==> config.mk <==
export PLATFORM = sky130hd
export DESIGN_NAME = shift_sequencer
export DESIGN_NICKNAME = d
export VERILOG_FILES = /design/src/rtl/shift_sequencer_pkg.sv /design/src/rtl/shift_sequencer_bit_reverse8.sv /design/src/rtl/shift_sequencer.sv
export SDC_FILE = /design/constraint.sdc
export NUM_CORES = 1
export LEC_CHECK = 0
export BUFFER_PORTS_ARGS = -buffer_cell sky130_fd_sc_hd__buf_2
export CAP_MARGIN = 20
export CORE_MARGIN = 4
export CORE_UTILIZATION = 50
export CTS_CLUSTER_DIAMETER = 200
export DETAILED_ROUTE_END_ITERATION = 8
export GPL_ROUTABILITY_DRIVEN = 0
export PLACE_DENSITY = 0.81
export SKIP_CTS_REPAIR_TIMING = 1
export SYNTH_ARGS = -nofsm -noshare
export SYNTH_HDL_FRONTEND = slang
export SYNTH_SLANG_ARGS = --single-unit
==> constraint.sdc <==
create_clock -name clk -period 6.74 [get_ports clk]
set_input_delay 1.011 -clock clk [delete_from_list [all_inputs] [get_ports clk]]
set_output_delay 1.011 -clock clk [all_outputs]
set_load 0.02 [all_outputs]
==> src/rtl/shift_sequencer_pkg.sv <==
// Shared encodings for the shift sequencer: operation modes, FSM states and
// the per-pass step limit of the external right shifter.
package shift_sequencer_pkg;

    localparam int unsigned DATA_WIDTH = 8;
    localparam int unsigned MAX_STEP   = 7;

    localparam logic [1:0] MODE_LOG = 2'b00;
    localparam logic [1:0] MODE_ARI = 2'b01;
    localparam logic [1:0] MODE_ROT = 2'b10;
    localparam logic [1:0] MODE_RSV = 2'b11;

    typedef enum logic [1:0] {
        ST_IDLE  = 2'd0,
        ST_SHIFT = 2'd1,
        ST_DONE  = 2'd2
    } state_t;

    // Amount the shifter can apply this pass: remaining amount capped at MAX_STEP.
    function automatic logic [2:0] pass_step(input logic [3:0] rem);
        if (rem > 4'(MAX_STEP)) begin
            return 3'(MAX_STEP);
        end
        return rem[2:0];
    endfunction

endpackage

==> src/rtl/shift_sequencer_bit_reverse8.sv <==
// Combinational 8-bit bit reversal; lets left shifts run on the right shifter.
module bit_reverse8 (
    input  logic [7:0] din,
    output logic [7:0] dout
);

    always_comb begin
        dout = '0;
        for (int i = 0; i < 8; i++) begin
            dout[i] = din[7-i];
        end
    end

endmodule

==> src/rtl/shift_sequencer.sv <==
// Multi-cycle front end for the external 8-bit right shift/rotate unit:
// decodes a request, drives one pass per clock and returns a registered result.
//
// Handshake: start is sampled only in IDLE; done is a one-cycle pulse with
// result/err valid in that cycle; result holds until the next done.
module shift_sequencer
    import shift_sequencer_pkg::*;
#(
    parameter int unsigned DATA_WIDTH_P = DATA_WIDTH,
    parameter int unsigned MAX_STEP_P   = MAX_STEP
) (
    input  logic                    clk,
    input  logic                    reset,
    input  logic                    start,
    input  logic [DATA_WIDTH_P-1:0] operand,
    input  logic [7:0]              amount,
    input  logic [1:0]              mode,
    input  logic                    dir,
    output logic                    busy,
    output logic                    done,
    output logic                    err,
    output logic [DATA_WIDTH_P-1:0] result,
    output logic                    sh_a,
    output logic                    sh_c,
    output logic [2:0]              sh_s,
    output logic [DATA_WIDTH_P-1:0] sh_data,
    input  logic [DATA_WIDTH_P-1:0] sh_out,
    output logic [1:0]              dbg_state
);

    state_t     state;
    logic [7:0] work;
    logic [3:0] rem;
    logic       rev_flag;

    logic [7:0] operand_rev;
    logic [7:0] out_rev;
    logic [3:0] eff;
    logic       left_lin;
    logic [3:0] rem_next;
    logic [2:0] rot_amt;

    bit_reverse8 u_rev_in  (.din(operand), .dout(operand_rev));
    bit_reverse8 u_rev_out (.din(sh_out),  .dout(out_rev));

    assign sh_data   = work;
    assign dbg_state = state;
    assign left_lin  = dir && (mode == MODE_LOG || mode == MODE_ARI);
    assign rem_next  = rem - {1'b0, sh_s};

    // A left rotate by n is a right rotate by (8-n) mod 8; linear shifts clamp at 8.
    always_comb begin
        rot_amt = '0;
        eff     = '0;
        if (mode == MODE_ROT) begin
            rot_amt = dir ? (3'd0 - amount[2:0]) : amount[2:0];
            eff     = {1'b0, rot_amt};
        end else begin
            eff = (amount > 8'd8) ? 4'd8 : amount[3:0];
        end
    end

    always_ff @(posedge clk) begin
        if (reset) begin
            state    <= ST_IDLE;
            busy     <= 1'b0;
            done     <= 1'b0;
            err      <= 1'b0;
            sh_a     <= 1'b0;
            sh_c     <= 1'b0;
            sh_s     <= '0;
            result   <= '0;
            work     <= '0;
            rem      <= '0;
            rev_flag <= 1'b0;
        end else begin
            case (state)
                ST_IDLE: begin
                    done <= 1'b0;
                    if (start) begin
                        sh_a     <= (mode == MODE_ARI && !dir) || (mode == MODE_ROT);
                        sh_c     <= (mode == MODE_ROT);
                        rev_flag <= left_lin;
                        work     <= left_lin ? operand_rev : operand;
                        rem      <= eff;
                        if (mode == MODE_RSV || eff == 4'd0) begin
                            // Nothing to shift: the operand passes straight through.
                            state  <= ST_DONE;
                            done   <= 1'b1;
                            err    <= (mode == MODE_RSV);
                            result <= operand;
                        end else begin
                            state <= ST_SHIFT;
                            busy  <= 1'b1;
                            sh_s  <= pass_step(eff);
                        end
                    end
                end
                ST_SHIFT: begin
                    work <= sh_out;
                    rem  <= rem_next;
                    if (rem_next == 4'd0) begin
                        state  <= ST_DONE;
                        busy   <= 1'b0;
                        done   <= 1'b1;
                        err    <= 1'b0;
                        sh_s   <= '0;
                        result <= rev_flag ? out_rev : sh_out;
                    end else begin
                        sh_s <= pass_step(rem_next);
                    end
                end
                ST_DONE: begin
                    state <= ST_IDLE;
                    done  <= 1'b0;
                    err   <= 1'b0;
                end
                default: begin
                    state <= ST_IDLE;
                    busy  <= 1'b0;
                    done  <= 1'b0;
                    sh_s  <= '0;
                end
            endcase
        end
    end

endmodule
==> results.sh, run 1 <==
export IMPL_status="finished, final reports clean"
export IMPL_clk_latency_ps=290
export IMPL_ys_flop_type="dfxtp_1"
export IMPL_drcViolationCount=0
export IMPL_syn_nets=294
export IMPL_async_flop_share=0
export IMPL_drtAntennaViolNets=0
export IMPL_cts_max_path_buffers=2
export IMPL_rows=22
export IMPL_drtPass1Iterations=4
export IMPL_antenna_found_initial=0
export IMPL_layout_nets=341
export IMPL_drt_iter0_markers=146
export IMPL_die_h_um=71.8
export IMPL_drv_cap=0
export IMPL_final_setup_viol_count=0
export IMPL_hold_viol=0
export IMPL_core_um2=3800
export IMPL_r2r_setup_slack_ps=4040
export IMPL_via_count=2004
export IMPL_die_area_um2=5160
export IMPL_min_path_type="reg -> reg"
export IMPL_power_leakage_nw=1.13
export IMPL_io_buffers=55
export IMPL_drt_total_wl_um=5060
export IMPL_syn_area_um2=2040
export IMPL_final_cells=352
export IMPL_grt_pass1_wl_um=8270
export IMPL_skew_ps=7.29
export IMPL_end_kind="flip-flop"
export IMPL_fin_area_um2=2420
export IMPL_syn_area_per_cell_um2=7.95
export IMPL_routed_via_density=5.69
export IMPL_synth_edf_count=0
export IMPL_relSlewSlack=0.395
export IMPL_synth_seq_cells=31
export IMPL_synth_top_area_cell="dfxtp_1"
export IMPL_n_fill_cell=342
export IMPL_switchingPower_mw=0.469
export IMPL_io_pins=56
export IMPL_crit_fanout=9
export IMPL_synth_top_area_frac=0.305
export IMPL_area_growth_pct=18.7
export IMPL_worst_setup_path_start_kind="primary input"
export IMPL_wl_per_cell_um=14.4
export IMPL_dp_cells=344
export IMPL_dp_hpwl_um=3890
export IMPL_grt_pass1_vias=1842
export IMPL_clock_sinks=31
export IMPL_cp_arrival_ps=3110
export IMPL_timing_fmax_mhz=339
export IMPL_antenna_cells=0
export IMPL_whs_ps=452
export IMPL_htree_num_levels=2
export IMPL_seq_power_share=0.265
export IMPL_vdd_drop_max_mv=0.261
export IMPL_synth_area_top_cells="dfxtp_1 30%, mux2i_1 13%, nand2_1 8.7%, o211ai_1 7.0%, a21oi_1 4.9%"
export IMPL_synth_most_common_cell="nand2_1"
export IMPL_period_share=0.437
export IMPL_drive_above_1_share=0.227
export IMPL_cp_required_ps=6900
export IMPL_period_minus_slack_ps=2950
export IMPL_critical_path_class="in -> reg"
export IMPL_rsz0062_at_grt="no"
export IMPL_p_clk_frac=0.182
export IMPL_placed_cell_area_um2=2300
export IMPL_swShare=0.448
export IMPL_clk_pin_slew_worst_paths_ps=70
export IMPL_syn_instance_count=256
export IMPL_p_per_area_nw_per_um2=433
export IMPL_ys_warn_count=0
export IMPL_start_util=0.536
export IMPL_root_buffer="clkbuf_8"
export IMPL_grt_max_degree=29
export IMPL_cts_buffers=5
export IMPL_die_w_um=71.8
export IMPL_p_total_mw=1.05
export IMPL_track_usage=0.201
export IMPL_tritoncts="built"
export IMPL_grt_overflow=0
export IMPL_slew_violations=0
export IMPL_seq_area_frac_synth=0.305
export IMPL_synth_common_cells="47 x nand2_1, 31 x dfxtp_1, 26 x mux2i_1"
export IMPL_setup_tns_ps=0
export IMPL_worst_slew_pin_slew_ps=908
export IMPL_ys_types=46
export IMPL_pwr_share_comb=0.554
export IMPL_internal_power_mw=0.578
## layer usage
metal	up-vias	GRT usage	share of wire
met5	-	0	0
met4	0	0.0731	0.014
met3	7	0.0505	0.066
met2	72	0.311	0.45
met1	916	0.269	0.47
li1	1009	-	-
## kinds of logic after synthesis
kind of cell / Yosys count / synth area share
AO/OA/AOI/OAI: 70 / 0.239
XOR/XNOR: 3 / 0.0129
adder cells (fa/ha/maj): 8 / 0.0529
buffers and inverters: 30 / 0.0627
flip-flops: 31 / 0.305
multiplexers: 26 / 0.128
AND/OR/NAND/NOR: 88 / 0.200
## sequential cells by signal (all words and copies together), names as in the netlist
name and count:
busy 1, rem 4, result 8, sh_a 1
err 1, sh_c 1, rev_flag 1, dbg_state 2
done 1, sh_data 8, sh_s 3
## power groups by stage
stage	Clock, mW	Combinational [mW]	Sequential (mW)
final	0.190	0.580	0.277
after global routing	0.202	0.649	0.286
after CTS	0.194	0.579	0.277
after detailed placement	0	0.576	0.280
after global placement	0	0.567	0.279
after floorplan	0	0.387	0.333
## layout by cell type, fill, tap and decap left out, types with 4 or more instances in the layout
| master | n |
|---|---|
| nor3_1 | 4 |
| dfxtp_1 | 31 |
| a221o_1 | 4 |
| ha_1 | 7 |
| buf_2 | 55 |
| mux2i_1 | 26 |
| inv_1 | 15 |
| clkbuf_8 | 6 |
| nand3_1 | 4 |
| nor2_1 | 13 |
| a21oi_1 | 20 |
| o211ai_1 | 19 |
| nand2_1 | 47 |
| o21ai_0 | 6 |
## cell type report
cell class | count | area, um2 | share of cell area
sequential | 31 | 621 | 0.257
multi-input combinational | 195 | 1290 | 0.533
tap | 48 | 60.1 | 0.0248
clock inverter | 2 | 35.0 | 0.0145
inverter | 15 | 56.3 | 0.0233
clock buffer | 6 | 82.6 | 0.0342
timing repair buffer | 55 | 275 | 0.114
## worst max-delay path: stages
cell	delay, ps
buf_2	100
inv_1	60
ha_1	300
and2_1	150
a221o_1	320
a221o_1	440
a221o_1	540
mux2i_1	180
## final timing paths
| kind | startpoint | end | cells after the start |
|---|---|---|---|
| setup / recovery | amount[0] | result[1] | 8 |
| hold / removal | sh_data[7] | sh_data[7] | 2 |
| setup reg to reg | dbg_state[1] | busy | 6 |
| hold reg to reg | sh_data[7] | sh_data[7] | 2 |
## per-stage QoR
step | setup WS (ps) | utilization
finish | 3790 | 0.636
floorplan | 3820 | -
global route | 3690 | 0.636
detailed placement | 3500 | 0.605
CTS | 3810 | 0.636
global placement | 3540 | 0.605
Power figures use the tool's default switching activity.
==> run 2: changes to the inputs <==
==> constraint.sdc (replaced) <==
create_clock -name clk -period 2.9 [get_ports clk]
set_input_delay 0.435 -clock clk [delete_from_list [all_inputs] [get_ports clk]]
set_output_delay 0.435 -clock clk [all_outputs]
set_load 0.02 [all_outputs]
==> results.sh, run 2 (synthesis gave the netlist of run 1 again) <==
export IMPL_antenna_found_initial=0
export IMPL_drtPass1Iterations=5
export IMPL_grt_pass1_vias=1851
export IMPL_grt_pass1_wl_um=8600
export IMPL_die_h_um=71.8
export IMPL_antenna_cells=0
export IMPL_clk_pin_slew_worst_paths_ps=70
export IMPL_min_to="sh_data[4]"
export IMPL_routed_via_density=5.68
export IMPL_start_util=0.536
export IMPL_power_leakage_nw=1.15
export IMPL_cp_slowest_stage_delay_ps=550
export IMPL_drive_above_1_share=0.237
export IMPL_crit_fanout=8
export IMPL_clk_latency_ps=280
export IMPL_final_setup_viol_count=0
export IMPL_track_usage=0.204
export IMPL_min_path_type="reg -> reg"
export IMPL_final_cells=356
export IMPL_final_common_cell="buf_2"
export IMPL_relSlewSlack=0.579
export IMPL_cp_required_ps=3050
export IMPL_cp_arrival_ps=2660
export IMPL_hold_path_depth=2
export IMPL_rsz0062_at_grt="no"
export IMPL_drtAntennaViolNets=0
export IMPL_min_from="sh_data[4]"
export IMPL_grt_max_degree=28
export IMPL_worst_slew_pin_slew_ps=630
export IMPL_grt_overflow=0
export IMPL_clock_sinks=31
export IMPL_skew_ps=7.16
export IMPL_htree_num_levels=2
export IMPL_die_area_um2=5160
export IMPL_r2r_end="result[7]"
export IMPL_period_minus_slack_ps=2520
export IMPL_timing_fmax_mhz=397
export IMPL_die_w_um=71.8
export IMPL_dp_cells=348
export IMPL_cp_top_family="adder cells"
export IMPL_drv_cap=0
export IMPL_p_per_area_nw_per_um2=1010
export IMPL_root_buffer="clkbuf_8"
export IMPL_rows=22
export IMPL_final_cell_mix="55 x buf_2, 47 x nand2_1, 31 x dfxtp_1, 26 x mux2i_1, 20 x a21oi_1"
export IMPL_drt_total_wl_um=5260
export IMPL_io_pins=56
export IMPL_setup_tns_ps=0
export IMPL_dp_hpwl_um=4040
export IMPL_hold_viol=0
export IMPL_worstPathCellList="ha_1 > inv_1 > fa_1 > xor2_1 > nor4_1 > nor2_1 > a221o_1 > mux2i_1"
export IMPL_worst_setup_path_start_kind="flip-flop"
export IMPL_crit_path_top_delay_cell="a221o_1"
export IMPL_drt_iter0_markers=193
export IMPL_drcViolationCount=0
export IMPL_critical_path_class="reg -> reg"
export IMPL_r2r_cells=8
export IMPL_status="finished, final reports clean"
export IMPL_critPathBufInv=1
export IMPL_via_count=2021
export IMPL_vdd_drop_max_mv=0.635
export IMPL_r2r_setup_slack_ps=380
export IMPL_period_share=0.868
export IMPL_cts_max_path_buffers=2
export IMPL_area_growth_pct=20.2
export IMPL_io_buffers=55
export IMPL_core_um2=3800
export IMPL_reg2reg_from="sh_s[0]"
export IMPL_layout_nets=345
export IMPL_end_kind="flip-flop"
export IMPL_worst_path_stages=8
export IMPL_wl_per_cell_um=14.8
export IMPL_slew_violations=0
export IMPL_cts_buffers=5
export IMPL_tritoncts="built"
## run 2: cell count changes in the layout (fill, tap and decap cells not counted), sizes merged
cell / previous run / this run
buf: 55 / 59
## run 2: routing by layer
layer | up-vias | track usage | part of all wire
met5 | - | 0 | 0
met4 | 0 | 0.0376 | 0.0051
met3 | 2 | 0.0449 | 0.066
met2 | 77 | 0.323 | 0.47
met1 | 912 | 0.286 | 0.46
li1 | 1030 | - | -
## run 2: report_power, final
group	leakage (nW)	switching [mW]	total, mW	internal (mW)
registers	0.254	0.0853	0.645	0.559
clock network	0.0612	0.162	0.440	0.278
logic	0.830	0.864	1.38	0.520
## run 2: worst max-delay path by stage
stage	startpoint	endpoint	slack (ps)
3_3_place_gp	amount[0]	result[4]	390
4_1_cts	sh_s[0]	result[7]	400
6_report	sh_s[0]	result[7]	380
2_1_floorplan	sh_s[0]	result[0]	530
5_1_grt	sh_s[0]	result[7]	270
3_5_place_dp	amount[0]	result[7]	330
## run 2: area by class of cell
| class | count | area (um2) |
|---|---|---|
| multi-input cells | 195 | 1290 |
| well taps | 48 | 60.1 |
| inverters | 15 | 56.3 |
| flip-flops and latches | 31 | 621 |
| repair buffers | 59 | 305 |
| fillers | 351 | 1350 |
| clock inverters | 2 | 35.0 |
| clock buffers | 6 | 82.6 |
## run 2: through the flow
step	power (mW)	hold WS, ps	area [um2]	setup slack [ps]	utilization
CTS	2.46	452	2450	399	0.644
global placement	1.98	440	2330	391	0.613
detailed placement	2.01	443	2330	334	0.613
floorplan	1.67	436	2040	529	-
finish	2.47	451	2450	382	0.644
global route	2.64	470	2450	267	0.644
## run 2: worst min-delay path: stages (launching register included)
cell     delay, ps
dfxtp_1        310
nand2_1         50
a21oi_1         50
